## src/rtl/m_icache_refill.sv

```systemverilog
// m_icache_refill: direct-mapped instruction cache that refills a 4-word line one DRAM word at a time.
// Hits are combinational; the fill engine keeps a single DRAM request outstanding.
module m_icache_refill #(
  parameter int INDEX_BITS = 4,
  parameter int LINE_WORDS = 4
) (
  input  logic        w_clock,
  input  logic        w_reset_n,
  input  logic [31:0] w_pc,
  input  logic        w_flush,
  output logic [31:0] w_ir,
  output logic        w_hit,
  output logic        w_mem_re,
  output logic [31:0] w_mem_addr,
  input  logic [31:0] w_mem_din,
  input  logic        w_mem_oe,
  output logic [31:0] r_miss_count
);
  localparam int LINES = 1 << INDEX_BITS;
  localparam int TAG_W = 28 - INDEX_BITS;
  typedef enum logic [1:0] {S_IDLE, S_REQ, S_WAIT, S_DONE} state_t;
  state_t r_state, w_next;
  logic [LINES-1:0]      r_valid;
  logic [TAG_W-1:0]      r_tag [LINES];
  logic [31:0]           r_data [LINES][LINE_WORDS];
  logic [31:0]           r_fill_base;
  logic [1:0]            r_cnt;
  logic                  r_pend;
  logic [INDEX_BITS-1:0] w_idx, w_fill_idx;
  logic [TAG_W-1:0]      w_tag;
  logic                  w_match, w_start, w_last;
  assign w_idx      = w_pc[3+INDEX_BITS:4];
  assign w_tag      = w_pc[31:4+INDEX_BITS];
  assign w_fill_idx = r_fill_base[3+INDEX_BITS:4];
  assign w_match    = r_valid[w_idx] && (r_tag[w_idx] == w_tag);
  // valid stays set while a line is being replaced, so the state gate is what hides it
  assign w_hit      = (r_state == S_IDLE) && w_match && !w_flush;
  assign w_ir       = r_data[w_idx][w_pc[3:2]];
  assign w_last     = r_cnt == 2'(LINE_WORDS - 1);
  always_ff @(posedge w_clock or negedge w_reset_n) begin
    if (!w_reset_n) r_state <= S_IDLE;
    else r_state <= w_next;
  end
  always_comb begin
    w_next     = r_state;
    w_start    = 1'b0;
    w_mem_re   = 1'b0;
    w_mem_addr = '0;
    case (r_state)
      S_IDLE: begin
        w_start = !w_flush && !w_match;
        w_next  = w_start ? S_REQ : S_IDLE;
      end
      S_REQ: begin
        w_mem_re   = 1'b1;
        w_mem_addr = r_fill_base + {28'b0, r_cnt, 2'b00};
        w_next     = S_WAIT;
      end
      S_WAIT:  w_next = w_mem_oe ? (w_last ? S_DONE : S_REQ) : S_WAIT;
      default: w_next = S_IDLE;
    endcase
  end
  always_ff @(posedge w_clock or negedge w_reset_n) begin
    if (!w_reset_n) begin
      r_valid      <= '0;
      r_cnt        <= '0;
      r_pend       <= 1'b0;
      r_miss_count <= '0;
      r_fill_base  <= '0;
    end else begin
      if (w_flush) r_valid <= '0;
      else if (r_state == S_DONE && !r_pend) r_valid[w_fill_idx] <= 1'b1;
      if (r_state == S_DONE) r_pend <= 1'b0;
      else if (w_flush && r_state != S_IDLE) r_pend <= 1'b1;
      if (w_start) begin
        r_fill_base  <= w_pc & 32'hFFFF_FFF0;
        r_cnt        <= '0;
        r_miss_count <= r_miss_count + 32'd1;
      end else if (r_state == S_WAIT && w_mem_oe) begin
        r_cnt <= r_cnt + 2'd1;
      end
    end
  end
  always_ff @(posedge w_clock) begin
    if (r_state == S_WAIT && w_mem_oe) r_data[w_fill_idx][r_cnt] <= w_mem_din;
    if (r_state == S_DONE) r_tag[w_fill_idx] <= r_fill_base[31:4+INDEX_BITS];
  end
endmodule

```

## config.mk

```make
export PLATFORM = sky130hd
export DESIGN_NAME = m_icache_refill
export DESIGN_NICKNAME = d
export VERILOG_FILES = /design/src/rtl/m_icache_refill.sv
export SDC_FILE = /design/constraint.sdc
export NUM_CORES = 2
export LEC_CHECK = 0
export BUFFER_PORTS_ARGS = -buffer_cell sky130_fd_sc_hd__buf_2
export CAP_MARGIN = 10
export CORE_MARGIN = 2
export CORE_UTILIZATION = 40
export CTS_CLUSTER_DIAMETER = 40
export DETAILED_ROUTE_END_ITERATION = 10
export GPL_TIMING_DRIVEN = 0
export PLACE_DENSITY = 0.62
export RECOVER_POWER = 25
export SYNTH_ARGS = -nofsm -noshare
export SYNTH_HDL_FRONTEND = slang
export SYNTH_SLANG_ARGS = --single-unit
```

## constraint.sdc

```tcl
create_clock -name w_clock -period 3.8 [get_ports w_clock]
set_input_delay 0.19 -clock w_clock [delete_from_list [all_inputs] [get_ports w_clock]]
set_output_delay 0.19 -clock w_clock [all_outputs]
set_load 0.01 [all_outputs]
```

Word level (Yosys, flattened, before mapping)
Memories as Yosys holds them, arrays and structs flattened.
Index checks and enable logic that the tools add are counted.
{ "classes": {"order_cmp": 6, "n_eq_ne": 5, "mux": 26, "add_sub_neg": 3, "n_reduce_logical": 17, "bitwise": 3} }
{ "ops": {"columns": ["cell", "n"], "rows": [
  ["2-to-1 mux 128 bit", 1],
  ["2-to-1 mux 32 bit", 4],
  ["binary-select mux 32 bit (select 2 bit)", 1],
  ["demux 32 bit (select 2 bit)", 1],
  ["adder 32 x 1 -> 32 bit (second input constant)", 1],
  ["adder 32 x 4 -> 32 bit", 1],
  ["2-to-1 mux 16 bit", 2],
  ["== test 24 bit", 1],
  ["OR 16 bit", 1],
  ["less-than comparator 4 x 5 -> 1 bit (second input constant)", 2],
  ["2-to-1 mux 1 bit", 10],
  ["logical AND 1 bit", 9],
  ["2-to-1 mux 2 bit", 4],
  ["nonzero test 2 bit", 4],
  ["== test 2 bit (second input constant)", 3],
  ["greater-or-equal comparator 3 bit (second input constant)", 2],
  ["NOT 2 -> 3 bit", 2],
  ["case mux 2 bit (3 select lines)", 1],
  ["binary-select mux 1 bit (select 4 bit)", 1],
  ["demux 1 bit (select 4 bit)", 1],
  ["greater-or-equal comparator 4 x 1 -> 1 bit (second input constant)", 1],
  ["zero test 1 bit", 3],
  ["less-than comparator 3 x 1 -> 1 bit (second input constant)", 1],
  ["adder 2 x 1 -> 2 bit (second input constant)", 1],
  ["other kinds (2)", 2]
]} }
{ "word_totals": {"mem_count": 2, "input_bits": 68, "reg_bits": 81, "elab_cells": 68, "ramBits": 2432, "out_inout_bits": 98} }
{ "mem_list": {"columns": ["memory", "words", "word_bits", "read_ports", "rd_clocked_by_memory_dff", "write_ports", "line_no", "text"], "rows": [
  ["r_data", 16, 128, 1, 0, 1, "25", "logic [31:0] r_data [LINES][LINE_WORDS];"],
  ["r_tag", 16, 24, 1, 0, 1, "24", "logic [TAG_W-1:0] r_tag [LINES];"]
]} }

Longest topological paths before layout
{ "depth": {"word_depth": 7, "depth_mapped": 15, "depth_no_buf": 9} }

Worst setup path before layout
Ideal clock, no wire load.
{ "synth_path": {"path_kind": "input to output", "from": "in w_pc[4]", "to": "out w_ir[10]", "arrival_ns": 3.295, "stages": 9, "n_path_buf": 6, "required_time_ns": 3.610, "slack_ns": 0.315, "cell_sequence": "buf_2 > buf_4 > buf_4 > buf_4 > clkbuf_1 > clkbuf_1 > mux4_2 > mux4_2 > mux4_2"} }
{ "synth_between": {"elab_chain_cells": 4} }
{ "synth_lines": {"columns": ["element", "line_no", "text"], "rows": [
  ["from (decl)", "9", "input logic [31:0] w_pc,"],
  ["memory read (16 x 128 bit)", null, null],
  ["binary-select mux 32 bit (select 2 bit)", "38", "assign w_ir = r_data[w_idx][w_pc[3:2]];"],
  ["2-to-1 mux 32 bit (not written as such) (2 in a row)", "38", null],
  ["to (decl)", "11", "output logic [31:0] w_ir,"]
]} }
No other way between the ends. The select of a mux whose other input is x is not followed.

Worst setup path in the final report
{ "layout_path": {"from": "mem r_tag[14][23] in the netlist's numbering", "to": "out w_hit"} }
{ "layout_between": {"elab_chain_cells": 5} }
{ "layout_lines": {"columns": ["element", "line_no", "text"], "rows": [
  ["from (decl)", "24", null],
  ["memory read (16 x 24 bit)", null, null],
  ["== test 24 bit", "35", "assign w_match = r_valid[w_idx] && (r_tag[w_idx] == w_tag);"],
  ["logical AND 1 bit", "35", null],
  ["logical AND 1 bit (2 in a row)", "37", "assign w_hit = (r_state == S_IDLE) && w_match && !w_flush;"],
  ["to (decl)", "12", "output logic w_hit,"]
]} }
No other way between the ends.

==> flow_summary.yaml <==
yosys:
  seq_area_frac_synth: 0.7743
  synth_edf_count: 2432
  yosysTopAreaCellShare: 0.7534
  ys_warn_count: 0
  synth_area_leaders: "sky130_fd_sc_hd__edfxtp_1 75%, sky130_fd_sc_hd__mux4_2 17%, sky130_fd_sc_hd__dfrtp_1 2.1%"
  netlist-cell-type-count: 60
  synth_area_sq_um: 96940
  postSynthAreaPerCell_sq_um: 23.68
  synth_commonest_cells: "2,432 x sky130_fd_sc_hd__edfxtp_1, 728 x sky130_fd_sc_hd__mux4_2, 123 x sky130_fd_sc_hd__nor2_1, 101 x sky130_fd_sc_hd__mux2i_1, 92 x sky130_fd_sc_hd__clkbuf_1"
  netlist.top_cell.by_area: "sky130_fd_sc_hd__edfxtp_1"
  synth-main-ff-cell: "sky130_fd_sc_hd__edfxtp_1"
  ys_ff_latch: 2513
  synth_async_sr_flop_share: 0.03223
  yosysMostFrequentCell: "sky130_fd_sc_hd__edfxtp_1"
  syn-instance-count: 4094
route:
  number_of_drc_violations_after_detailed_routing_iteration_0: 6420
  vias_per_cell: 5.886
  wl_per_cell_um: 32.72
  drt_first_pass_iters: 6
  route.final.wire_length_mm: 270.4
  drt.antenna.violating_nets: 0
  via_count: 48660
  drc_errors: 0
placed_design:
  place_ws_ns: -2.528
  gp_congestion: 0.8812
  numPlacedInstances: 7527
  detailed_place_hpwl_mm: 167.9
  portBuffers: 157
  detailed_place.area_sq_um: 104200
power_and_ir_drop:
  power.leakage_uw: 0.03818
  net-switching-power_uw: 16550
  logic_gate_share_of_total_power: 0.074
  netSwitchingFraction: 0.2325
  pwr_cell_area_nw_per_um2: 599.7
  p_seq_frac: 0.457
  peakVddDrop_uv: 527.4
  cell_internal_pwr_uw: 54660
  clock_power_share: 0.470
outcome:
  violations: "max-capacitance violations, max-slew violations, negative setup slack"
  status: "complete, but fails checks"
min_path:
  hold_path.startpoint: "w_pc[29]"
  worst_hold_path.num_cells: 3
  timing.hold.worst.class: "in2reg"
  hold-path-endpoint: "r_fill_base[29]$_DFFE_PN0P_"
cells_and_area:
  instances_no_fill: 8266
  multi_input_comb_area_sq_um: 21640
  fill_cells: 18810
  final_layout_size_suffix_gt1_frac: 0.3727
  area.sequential_sq_um: 75060
  area_growth_syn_to_layout_pct: 22.51
  postLayoutCellArea_sq_um: 118800
  num-nets-final: 4866
  layout.core_utilization: 0.4933
job:
  max-cap-violations: 24
die:
  die_width_um: 496.3
  area_enclosed_by_the_die_boundary_sq_um: 246300
  design.core.area_sq_um: 240800
  die_h_um: 496.3
  top_level_ports: 166
  start_util: 0.4026
  core.rowCount: 180
timing:
  grt_setup_unrepaired: "yes"
  tightest_slew_margin_relative_to_the_limit: -1.074
  timing_hold_violations_final: 0
  max_clock_freq_ghz: 0.2517
  postLayoutSetupSlackWorst_ns: -0.1735
  fin_crit_sh: 1.046
  fin_worst_hold_slack_ns: 0.08765
  timing.clock.skew_ns: 0.08086
  tightestPinTransition_ns: 3.111
  finalWorstPathRequiredPeriod_ns: 3.974
  setup-violations-final: 1
  final_max_slew_viol_count: 1204
critical_path:
  path_type_of_the_worst_setup_path: "reg2out"
  crit_path_start_kind: "flip-flop"
  worstReg2RegStart: "r_state[1]$_DFF_PN0_"
  path_max_fanout: 2
  reg2reg_depth: 7
  cp_cell_sequence: "mux4_2 > mux4_2 > xor2_1 > nor4_2 > nand4_1 > nor4_4 > buf_12 > buf_12 > nor2b_4 > buf_6"
  max_stage_delay_ns: 0.51
  worstPathArrival_ns: 3.78
  worstPathRequired_ns: 3.61
  end_of_the_worst_register_to_register_path: "r_data[5][43]$_DFFE_PP_"
  worstSetupEndpointType: "primary output"
  crit_slowest_cell: "sky130_fd_sc_hd__mux4_2"
  ff2ff_setup_slack_ns: 0.03
clock_tree:
  clock-root-buffer: "sky130_fd_sc_hd__clkbuf_16"
  clk_pin_slew_ns: 0.06
  deepest_clock_path_buffer_count: 4
  insertion_delay_ns: 0.98
  htreeDepth: 5
  tritoncts: "built"
  tritoncts_num_sinks: 2513
  cts_made_buffers: 364
global_routing:
  grt_most_used_layer: "met2"
  first_global_vias: 48640
  gr-usage-met3: 0.04279
  fraction_of_met2_tracks_used_by_global_routing: 0.3381
  antenna_found_initial: 17
  grt_max_degree: 65
  first_pass_grt_wire_length_mm: 374.4
  grt.overflow.total: 0
  track_usage: 0.2170
  global_route.usage.met1: 0.3119
## critical path: cells and delay by family, from the launching register on
family | cells | cell delay, ns
xor+xnor | 1 | 0.17
buf+inv | 3 | 0.37
mux | 2 | 0.98
flops | 1 | 0.35
simple gates | 4 | 0.98
## what timing repair did
item | 4_1_cts | 5_1_grt
gates cloned | 0 | 2
hold buffers | 35 | 18
buffers inserted | 9 | 6
endpoints found under the hold margin | 236 | 935
endpoints found under the setup margin | 108 | 86
resized for setup | 447 | 72
pin swaps | 5 | 5
## through the flow
stage                     setup TNS (ns)  total power (uW)
final                            -0.1735             71220
after global routing             -0.2683             72970
after CTS                        -0.1903             71410
after detailed placement         -143.57             37960
after global placement          -4299.99             37530
after floorplan                        0             35210
## metal layers
layer  routed length, um  part of all wire  vias up
met5                  38           0.00014        -
met3               26120             0.097      449
met2              127500              0.47     2784
met4                7196             0.027        6
met1              109600              0.41    26400
li1                    -                 -    19010
## layout make-up
cell class / count / area share
clock inverter: 234 / 0.02192
clock buffer: 416 / 0.08028
timing repair buffer: 334 / 0.02980
buffer: 217 / 0.01972
antenna: 4 / 0.00008428
multi-input combinational: 1351 / 0.1822
inverter: 12 / 0.0003793
sequential: 2513 / 0.6320
tap: 3185 / 0.03356
## worst max path at each step
stage               slack (ns)        to                     from
floorplan                 0.32  w_ir[10]                  w_pc[4]
global placement         -2.58  w_ir[18]                  w_pc[7]
detailed placement       -2.53  w_ir[21]                  w_pc[5]
CTS                      -0.19     w_hit  r_tag[13][23]$_DFFE_PP_
global route             -0.27     w_hit   r_tag[8][12]$_DFFE_PP_
finish                   -0.17     w_hit  r_tag[14][23]$_DFFE_PP_
## state kept, by name, indices dropped and copies added, names as in the netlist
signal	flops
r_fill_base	28
r_pend	1
r_miss_count	32
r_state	2
r_cnt	2
r_data	2048
r_tag	384
r_valid	16
## cells by family after synthesis
family | count (synthesis) | synth area share
AOI/OAI and AO/OA | 82 | 0.005615
xor gates and xnor gates | 56 | 0.005060
adders and majority gates | 5 | 0.0006454
buffers and inverters | 231 | 0.01107
DFF | 2513 | 0.7743
muxes | 885 | 0.1868
other | 1 | 0.00003869
and+or+nand+nor | 321 | 0.01651
## power groups by stage
stage                     registers [uW]  logic (uW)  clock network, uW
after floorplan                    32700        2530                  0
after global placement             33000        4540                  0
after detailed placement           33000        4920                  0
after CTS                          32500        5150              33800
after global routing               32600        5480              34900
final                              32500        5250              33400
## placed cells by master (no fill, tap or decap), types with 46 or more instances in the layout
cell	n
sky130_fd_sc_hd__edfxtp_1	2432
sky130_fd_sc_hd__mux4_2	728
sky130_fd_sc_hd__clkbuf_16	378
sky130_fd_sc_hd__buf_2	137
sky130_fd_sc_hd__clkbuf_1	117
sky130_fd_sc_hd__buf_12	104
sky130_fd_sc_hd__mux2i_1	84
sky130_fd_sc_hd__nor2_4	81
sky130_fd_sc_hd__dfrtp_1	81
sky130_fd_sc_hd__dlygate4sd3_1	52
sky130_fd_sc_hd__buf_4	46
sky130_fd_sc_hd__nand2_1	46
sky130_fd_sc_hd__clkinv_2	46
(Power assumes the default switching activity.)
